**config.mk**
```make
export PLATFORM = sky130hd
export DESIGN_NAME = vga_timing
export DESIGN_NICKNAME = d
export VERILOG_FILES = /design/src/rtl/vga_pkg.sv /design/src/rtl/reset_sync.sv /design/src/rtl/vga_timing.sv
export SDC_FILE = /design/constraint.sdc
export NUM_CORES = 1
export LEC_CHECK = 0
export BUFFER_PORTS_ARGS = -buffer_cell sky130_fd_sc_hd__buf_2
export CORE_ASPECT_RATIO = 1.25
export CORE_MARGIN = 2
export CORE_UTILIZATION = 44
export DETAILED_ROUTE_END_ITERATION = 6
export PLACE_DENSITY = 0.66
export RECOVER_POWER = 100
export SKIP_CTS_REPAIR_TIMING = 1
export SLEW_MARGIN = 20
export SYNTH_ARGS = -nofsm -noshare
export SYNTH_HDL_FRONTEND = slang
export SYNTH_SLANG_ARGS = --single-unit
export TNS_END_PERCENT = 30
```
**constraint.sdc**
```tcl
create_clock -name pclk -period 1.85 [get_ports pclk]
set_input_delay 0.185 -clock pclk [delete_from_list [all_inputs] [get_ports pclk]]
set_output_delay 0.185 -clock pclk [all_outputs]
set_load 0.01 [all_outputs]
```
**src/rtl/vga_pkg.sv**
```systemverilog
// Shared 800x600@60 raster constants and decode helpers used by the timing
// generator and every downstream drawing stage.
package vga_pkg;

  localparam int COUNT_W   = 11;
  localparam int MAX_TOTAL = 2 ** COUNT_W;

  localparam int H_ACTIVE = 800;
  localparam int H_FP     = 40;
  localparam int H_SYNC   = 128;
  localparam int H_BP     = 88;
  localparam int H_TOTAL  = H_ACTIVE + H_FP + H_SYNC + H_BP;

  localparam int V_ACTIVE = 600;
  localparam int V_FP     = 1;
  localparam int V_SYNC   = 4;
  localparam int V_BP     = 23;
  localparam int V_TOTAL  = V_ACTIVE + V_FP + V_SYNC + V_BP;

  localparam logic SYNC_POL = 1'b1;

  // Inclusive window test on a counter value.
  function automatic logic in_window(input logic [COUNT_W-1:0] value,
                                     input logic [COUNT_W-1:0] lo,
                                     input logic [COUNT_W-1:0] hi);
    return (value >= lo) && (value <= hi);
  endfunction

endpackage

```
**src/rtl/reset_sync.sv**
```systemverilog
// Reset synchronizer: asserts asynchronously with rst_n, releases two clock
// edges after rst_n rises so downstream flops leave reset cleanly.
module reset_sync (
  input  logic clk,
  input  logic rst_n,
  output logic rst_sync_n
);

  logic [1:0] sync_reg;

  always_ff @(posedge clk or negedge rst_n) begin
    if (!rst_n) begin
      sync_reg <= '0;
    end else begin
      sync_reg <= {sync_reg[0], 1'b1};
    end
  end

  assign rst_sync_n = sync_reg[1];

endmodule

```
**src/rtl/vga_timing.sv**
```systemverilog
// Free-running VGA raster generator; counters and all decoded flags are
// registered together from next-state values so they always describe one pixel.
module vga_timing #(
  parameter int   H_ACTIVE = vga_pkg::H_ACTIVE,
  parameter int   H_FP     = vga_pkg::H_FP,
  parameter int   H_SYNC   = vga_pkg::H_SYNC,
  parameter int   H_BP     = vga_pkg::H_BP,
  parameter int   V_ACTIVE = vga_pkg::V_ACTIVE,
  parameter int   V_FP     = vga_pkg::V_FP,
  parameter int   V_SYNC   = vga_pkg::V_SYNC,
  parameter int   V_BP     = vga_pkg::V_BP,
  parameter logic SYNC_POL = vga_pkg::SYNC_POL
) (
  input  logic        pclk,
  input  logic        rst_n,
  output logic [10:0] vcount_out,
  output logic        vsync_out,
  output logic        vblnk_out,
  output logic [10:0] hcount_out,
  output logic        hsync_out,
  output logic        hblnk_out,
  output logic        frame_start
);

  import vga_pkg::*;

  localparam int LINE_TOTAL  = H_ACTIVE + H_FP + H_SYNC + H_BP;
  localparam int FRAME_LINES = V_ACTIVE + V_FP + V_SYNC + V_BP;

  if (LINE_TOTAL > MAX_TOTAL || FRAME_LINES > MAX_TOTAL) begin : g_width_check
    $error("vga_timing: raster totals do not fit the 11-bit counters");
  end

  localparam logic [COUNT_W-1:0] H_LAST     = COUNT_W'(LINE_TOTAL - 1);
  localparam logic [COUNT_W-1:0] H_BLANK_LO = COUNT_W'(H_ACTIVE);
  localparam logic [COUNT_W-1:0] HS_LO      = COUNT_W'(H_ACTIVE + H_FP);
  localparam logic [COUNT_W-1:0] HS_HI      = COUNT_W'(H_ACTIVE + H_FP + H_SYNC - 1);
  localparam logic [COUNT_W-1:0] V_LAST     = COUNT_W'(FRAME_LINES - 1);
  localparam logic [COUNT_W-1:0] V_BLANK_LO = COUNT_W'(V_ACTIVE);
  localparam logic [COUNT_W-1:0] VS_LO      = COUNT_W'(V_ACTIVE + V_FP);
  localparam logic [COUNT_W-1:0] VS_HI      = COUNT_W'(V_ACTIVE + V_FP + V_SYNC - 1);

  logic                rst_sync_n;
  logic [COUNT_W-1:0]  hcount_next;
  logic [COUNT_W-1:0]  vcount_next;

  reset_sync u_reset_sync (
    .clk        (pclk),
    .rst_n      (rst_n),
    .rst_sync_n (rst_sync_n)
  );

  // vcount only moves on the line wrap, so vsync/vblnk change with hcount=0.
  always_comb begin
    hcount_next = hcount_out + 11'd1;
    vcount_next = vcount_out;
    if (hcount_out == H_LAST) begin
      hcount_next = '0;
      vcount_next = (vcount_out == V_LAST) ? '0 : vcount_out + 11'd1;
    end
  end

  always_ff @(posedge pclk or negedge rst_sync_n) begin
    if (!rst_sync_n) begin
      hcount_out  <= '0;
      vcount_out  <= '0;
      hblnk_out   <= 1'b0;
      vblnk_out   <= 1'b0;
      hsync_out   <= ~SYNC_POL;
      vsync_out   <= ~SYNC_POL;
      frame_start <= 1'b0;
    end else begin
      hcount_out  <= hcount_next;
      vcount_out  <= vcount_next;
      hblnk_out   <= hcount_next >= H_BLANK_LO;
      vblnk_out   <= vcount_next >= V_BLANK_LO;
      hsync_out   <= in_window(hcount_next, HS_LO, HS_HI) ? SYNC_POL : ~SYNC_POL;
      vsync_out   <= in_window(vcount_next, VS_LO, VS_HI) ? SYNC_POL : ~SYNC_POL;
      frame_start <= (hcount_next == '0) && (vcount_next == '0);
    end
  end

endmodule

```
==> results of run 1 <==
## logic make-up after synthesis
kind of cell,Yosys count,synth area share
AND/OR/NAND/NOR,92,0.2670
flip-flops,29,0.3992
adder cells (fa/ha/maj),4,0.02753
other,1,0.002063
buffers and inverters,17,0.04955
AO/OA/AOI/OAI,38,0.1425
XOR/XNOR,21,0.1012
multiplexers,2,0.01101
## per-layer routing
| metal | share of wire | GRT usage | up-vias |
|---|---|---|---|
| met5 | 0 | 0 | - |
| met4 | 0.023 | 0.08983 | 0 |
| met3 | 0.036 | 0.04924 | 11 |
| met2 | 0.53 | 0.3883 | 43 |
| met1 | 0.41 | 0.2595 | 862 |
| li1 | - | - | 870 |
## through the flow
step	instance area, um2	TNS (ns)
6_report	2509	-0.7578
3_5_place_dp	2315	-1.181
2_1_floorplan	1824	-1.977
3_3_place_gp	2315	-0.9417
5_1_grt	2509	-1.898
4_1_cts	2449	-1.277
## final timing paths
path / start / end / cells past startpoint
setup reg to reg: hcount_out[8] / frame_start / 8
hold / removal: rst_n / u_reset_sync.sync_reg[0] / 2
hold reg to reg: u_reset_sync.sync_reg[1] / vcount_out[9] / 0
max in group asynchronous: u_reset_sync.sync_reg[1] / hcount_out[3] / 1
setup / recovery: hcount_out[8] / frame_start / 8
min in group pclk: u_reset_sync.sync_reg[0] / u_reset_sync.sync_reg[1] / 0
## area by class of cell
cell class,count,area [um2],share of cell area
repair buffers,80,475.5,0.1895
multi-input cells,158,1092,0.4354
clock buffers,5,68.82,0.02743
well taps,56,70.07,0.02793
clock inverters,3,65.06,0.02594
flip-flops and latches,29,725.7,0.2893
inverters,3,11.26,0.004489
## synthesized netlist by cell type (2+ instances only)
cell	count
buf_4	3
o21bai_1	3
nand3b_1	3
nand3_1	15
a31oi_1	4
o21ai_0	7
inv_1	3
xnor2_1	11
and2_1	3
xor2_1	10
or2_2	3
clkbuf_1	9
or3_1	3
buf_6	2
nor2_1	17
o31ai_1	2
ha_1	4
dfrtp_1	29
nor4_1	3
nand4_1	4
and3_1	4
nand2_1	21
nor2b_1	2
and4_1	5
mux2i_1	2
nor4b_1	2
a21oi_1	9
nor3_1	5
## worst max-delay path: cells and delay by family (launching register included)
family	cells	cell delay, ns
flops	1	0.38
simple gates	3	0.91
compound gates	3	0.43
buf+inv	2	0.28
## where the power goes
part | total (mW) | switching, mW | internal, mW | leakage [nW]
Combinational | 0.00925 | 0.00699 | 0.00226 | 0.707
Sequential | 0.642 | 0.00592 | 0.636 | 0.391
Clock | 0.799 | 0.264 | 0.535 | 0.0681
==> reports/metrics.csv, run 1 <==
metric,value,unit
root buffer cell,clkbuf_8,
CTS buffer count,5,
CP Capture Type,flop,
Max Cap Violations,0,
TritonCTS clock tree,done,
gr usage total,0.2225,
WS Path Type,flop to flop,
most frequent cells in the layout,"buf_4 (35), dfrtp_1 (29), clkbuf_1 (26)",
"Req. time, crit path",2.07,ns
relative slew slack,0.4922,
nets,283,
Pwr Total,1.450,mW
HP Class,primary input to async pin,
hpwl dp,3512,um
YS warnings,0,
Synth Flop Type,dfrtp_1,
Die Y,75.87,um
fillers,395,
H-tree levels,2,
critical path startpoint category,flop,
row count,26,
drt via density,5.347,
die area,4665,um2
first-pass GRT wire length,7645,um
Mapped Nets,210,
initial antenna violation count,0,
final worst setup slack,-0.2003,ns
total gr overflow,0,
CTS Sinks,29,
number of synthesized flops with an enable pin,0,
Synth Cell Area,1818,um2
cell count after synthesis,204,
DR vias,1786,
Initial DRC Count,93,
hold slack,0.2116,ns
Die Wd,61.49,um
share of layout cells above drive strength 1,0.3022,
"Max FO, Critical Path",6,
CP Cell Sequence,"or4b_4, nor3_4, buf_6, buf_4, and3_1, o21ai_1, a21oi_1, o2111a_1",
register bit total from synthesis,29,
Cells after DPL,320,
drt wl/cell,14.50,um
status,"complete, but fails checks",
core area,4034,um2
vias in the first global route,1719,
post-route ant nets,0,
"reg-to-reg slack, setup",-0.20,ns
WP data arrival,2.27,ns
Worst-Margin Slew,0.7617,ns
total routed wirelength,4842,um
fmax,487.7,MHz
part of the cycle the worst path needs,1.108,
clock-pin slew on the worst setup and hold paths,0.07,ns
Slew Limit Fails,0,
Clock Latency Late Sink,0.28,ns
minimum clock period,2.050,ns
CP peak stage delay,0.57,ns
I/O pin count,29,
Setup WS pre-CTS,-0.2602,ns
RSZ-0062 raised after global routing,true,
syn_area_per_cell,8.912,um2
Synth top area share,0.3992,
final clock skew,0.003673,ns
largest cells by area after synthesis,"dfrtp_1 (40%), xnor2_1 (5.3%), xor2_1 (4.8%)",
I/O Buffers,28,
initial core utilization,0.4507,
"commonest non-fill, non-tap cell in the layout",buf_4,
# setup viols final,8,
GP Congestion,0.8775,
sequential share of the synthesized area,0.3992,
async set or reset register ratio after synthesis,1.000,
CTS Buffer Depth,2,
CP max stage cell,or4b_4,
first drt pass iteration count,4,
Residual DRC,0,
Peak VDD IR,0.5756,mV
antenna cells,0,
Syn-to-layout area delta,37.99,%
"area leader, netlist",dfrtp_1,
count of cell types in the netlist,44,
largest net degree at the start of global routing,15,
Fin. Hold Viols,0,
"non-filler cells, final",334,
leak pwr,1.166,nW
Pwr Density,578.2,nW/um2
failing checks,setup timing,
Final Util,0.6219,
Power figures use the tool's default switching activity.
==> run 2: changes to the inputs <==
--- a/config.mk
+++ b/config.mk
@@ -5,12 +5,14 @@
 export SDC_FILE = /design/constraint.sdc
 export NUM_CORES = 1
 export LEC_CHECK = 0
+export ABC_AREA = 1
 export BUFFER_PORTS_ARGS = -buffer_cell sky130_fd_sc_hd__buf_2
 export CORE_ASPECT_RATIO = 1.25
 export CORE_MARGIN = 2
 export CORE_UTILIZATION = 44
 export DETAILED_ROUTE_END_ITERATION = 6
-export PLACE_DENSITY = 0.66
+export GPL_TIMING_DRIVEN = 1
+export PLACE_DENSITY = 0.65
 export RECOVER_POWER = 100
 export SKIP_CTS_REPAIR_TIMING = 1
 export SLEW_MARGIN = 20
==> run 2 against run 1 <==
Against the previous run: via count down 0.95%; hold slack better by 0.0016 ns; largest power group is now sequential cells; non-clock buffer count down 31; the flow now finishes without violations; sequential share of layout area up 1.9 points; highest routed layer unchanged; synthesized cell count up 25%; global-route usage down 2.3 points; sequential power down 0.8%; die area up 3.5%.
==> reports/metrics.csv, run 2 <==
metric,value,unit,change
Synth Cell Area,1886,um2,+3.7%
Reg2Reg Depth,9,,+1
CTS Sinks,29,,unchanged
vias in the first global route,1732,,+0.76%
P_sw,0.2755,mW,-0.61%
WP data arrival,1.94,ns,-0.33 ns
"Req. time, crit path",2.03,ns,-0.04 ns
"commonest non-fill, non-tap cell in the layout",nand2_1,,
Synth Flop Type,dfrtp_1,,
I/O pin count,29,,unchanged
row count,26,,unchanged
number of synthesized flops with an enable pin,0,,unchanged
"reg-to-reg slack, setup",0.09,ns,+0.29 ns
Die Y,77.19,um,+1.7%
CP Capture Type,flop,,
Mapped Nets,260,,+24%
first drt pass iteration count,6,,+2
CP max stage cell,dfrtp_1,,
fmax,568.0,MHz,+16%
met3 routed WL,178,um,+1.1%
list of most frequent post-synthesis cells,"nand2_1 (61), inv_1 (37), nor2_1 (33)",,
hpwl dp,3305,um,-5.9%
RR Endpoint,vsync_out,,
"area leader, netlist",dfrtp_1,,
minimum clock period,1.760,ns,-0.2899 ns
"non-filler cells, final",363,,+8.7%
Setup WS pre-CTS,-0.005652,ns,+0.2545 ns
initial core utilization,0.4600,,+0.009330
post-route ant nets,0,,unchanged
Pwr Total,1.173,mW,-19%
Syn-to-layout area delta,25.35,%,
count of cell types in the netlist,29,,-34%
DR vias,1769,,-0.95%
Cells after DPL,345,,+7.8%
top-count cell post-synth,nand2_1,,
Clock Latency Late Sink,0.29,ns,about the same
met1 wire length,1773,um,-11%
final clock skew,0.008355,ns,+0.004682 ns
largest net degree at the start of global routing,28,,+13
critical path startpoint category,flop,,
"Buf+Inv Stages, Crit Path",1,,-1
status,completed,,
# setup viols final,0,,-8
HP Class,primary input to async pin,,
Internal Power,0.8977,mW,-23%
Sw Ratio,0.2349,,+0.04373
I/O Buffers,28,,unchanged
part of the cycle the worst path needs,0.9516,,-0.1567
first-pass GRT wire length,7569,um,-0.99%
root buffer cell,clkbuf_8,,
total routed wirelength,4346,um,-10%
FF-to-FF Start,hcount_out[1],,
setup TNS,0,ns,+0.7578 ns
register bit total from synthesis,29,,unchanged
Max Cap Violations,0,,unchanged
Residual DRC,0,,unchanged
Worst setup startpoint,hcount_out[1],,
GP Congestion,0.8994,,+2.5%
CP Cell Sequence,"ha_4, nand4_1, nor2_4, buf_12, nand2_1, xor2_1, or2_1, nand3_1, nor2_1",,
TritonCTS clock tree,done,,
Slew Limit Fails,0,,unchanged
drt via density,4.873,,-8.9%
Fin. Hold Viols,0,,unchanged
routed length on met2,2260,um,-11%
CTS Buffer Depth,2,,unchanged
CP peak stage delay,0.41,ns,-0.16 ns
Gate power share,0.013,,+0.007
drt wl/cell,11.97,um,-17%
largest cells by area after synthesis,"dfrtp_1 (38%), nand2_1 (12%), inv_1 (7.4%)",,
antenna cells,0,,unchanged
leak pwr,1.287,nW,+10%
WS Path Type,flop to flop,,
relative slew slack,0.5378,,+0.04564
clock-pin slew on the worst setup and hold paths,0.07,ns,about the same
sequential share of the synthesized area,0.3849,,-0.01430
gr usage total,0.1999,,-0.02258
core area,4099,um2,+1.6%
dpl cell area,2158,um2,-6.8%
CTS buffer count,5,,unchanged
cell depth of the worst setup path,9,,+1
most frequent cells in the layout,"nand2_1 (60), inv_1 (37), nor2_1 (30)",,
Worst-Margin Slew,0.6933,ns,-0.06846 ns
RSZ-0062 raised after global routing,true,,
cell count after synthesis,254,,+25%
die area,4828,um2,+3.5%
Synth top area share,0.3849,,-0.01430
Clock power frac,0.444,,-0.107
Top delay family on crit path,simple AND/OR/NAND/NOR gates,,
Peak VDD IR,0.5751,mV,about the same
Initial DRC Count,65,,-30%
DR top layer,met4,,
Die Wd,62.55,um,+1.7%
"final std cell area, no fill",2364,um2,-5.8%
H-tree levels,2,,unchanged
Sequential Power Share,0.543,,+0.100
final worst setup slack,0.08959,ns,+0.2899 ns
YS warnings,0,,unchanged
share of layout cells above drive strength 1,0.2508,,-0.05134
"Max FO, Critical Path",5,,-1
nets,312,,+10%
async set or reset register ratio after synthesis,1.000,,unchanged
end of the critical path,vsync_out,,
Pwr Density,496.4,nW/um2,-14%
total gr overflow,0,,unchanged
initial antenna violation count,0,,unchanged
syn_area_per_cell,7.423,um2,-17%
run 2: cell families after synthesis:
kind of cell	synth area share
AO/OA/AOI/OAI	0.04911
flip-flops	0.3849
AND/OR/NAND/NOR	0.3875
buffers and inverters	0.09024
XOR/XNOR	0.05972
other	0.001989
adder cells (fa/ha/maj)	0.02654
run 2: per-layer routing:
metal,track usage,vias to the layer above
met5,0,-
met3,0.04106,10
met2,0.3344,39
li1,-,898
met4,0.1267,0
met1,0.2315,822
run 2: power groups by stage:
stage                     Clock (mW)  Combinational, mW  Sequential [mW]
after floorplan                    0           0.000176            0.657
after global placement             0             0.0155            0.649
after detailed placement           0             0.0154            0.649
after CTS                      0.534             0.0154            0.637
after global routing           0.561             0.0181            0.636
final                          0.521             0.0152            0.637
run 2: layout make-up:
type / count / area, um2
Clock inverter: 3 / 17.52
Multi-Input combinational cell: 181 / 1031
Tap cell: 56 / 70.07
Inverter: 40 / 150.1
Fill cell: 410 / 1735
Sequential cell: 29 / 729.5
Clock buffer: 5 / 68.82
Timing Repair Buffer: 49 / 296.5
run 2: worst min path at each step:
stage | endpoint | depth (start not counted)
floorplan | u_reset_sync.sync_reg[0] | 0
global placement | u_reset_sync.sync_reg[0] | 1
detailed placement | u_reset_sync.sync_reg[0] | 1
CTS | u_reset_sync.sync_reg[0] | 1
global route | u_reset_sync.sync_reg[0] | 2
finish | u_reset_sync.sync_reg[0] | 2
run 2: metrics by stage:
stage / util / hold slack, ns
floorplan: - / -0.1106
global placement: 0.5266 / -0.02949
detailed placement: 0.5266 / -0.02815
CTS: 0.5476 / -0.3376
global route: 0.5766 / 0.2126
finish: 0.5766 / 0.2132
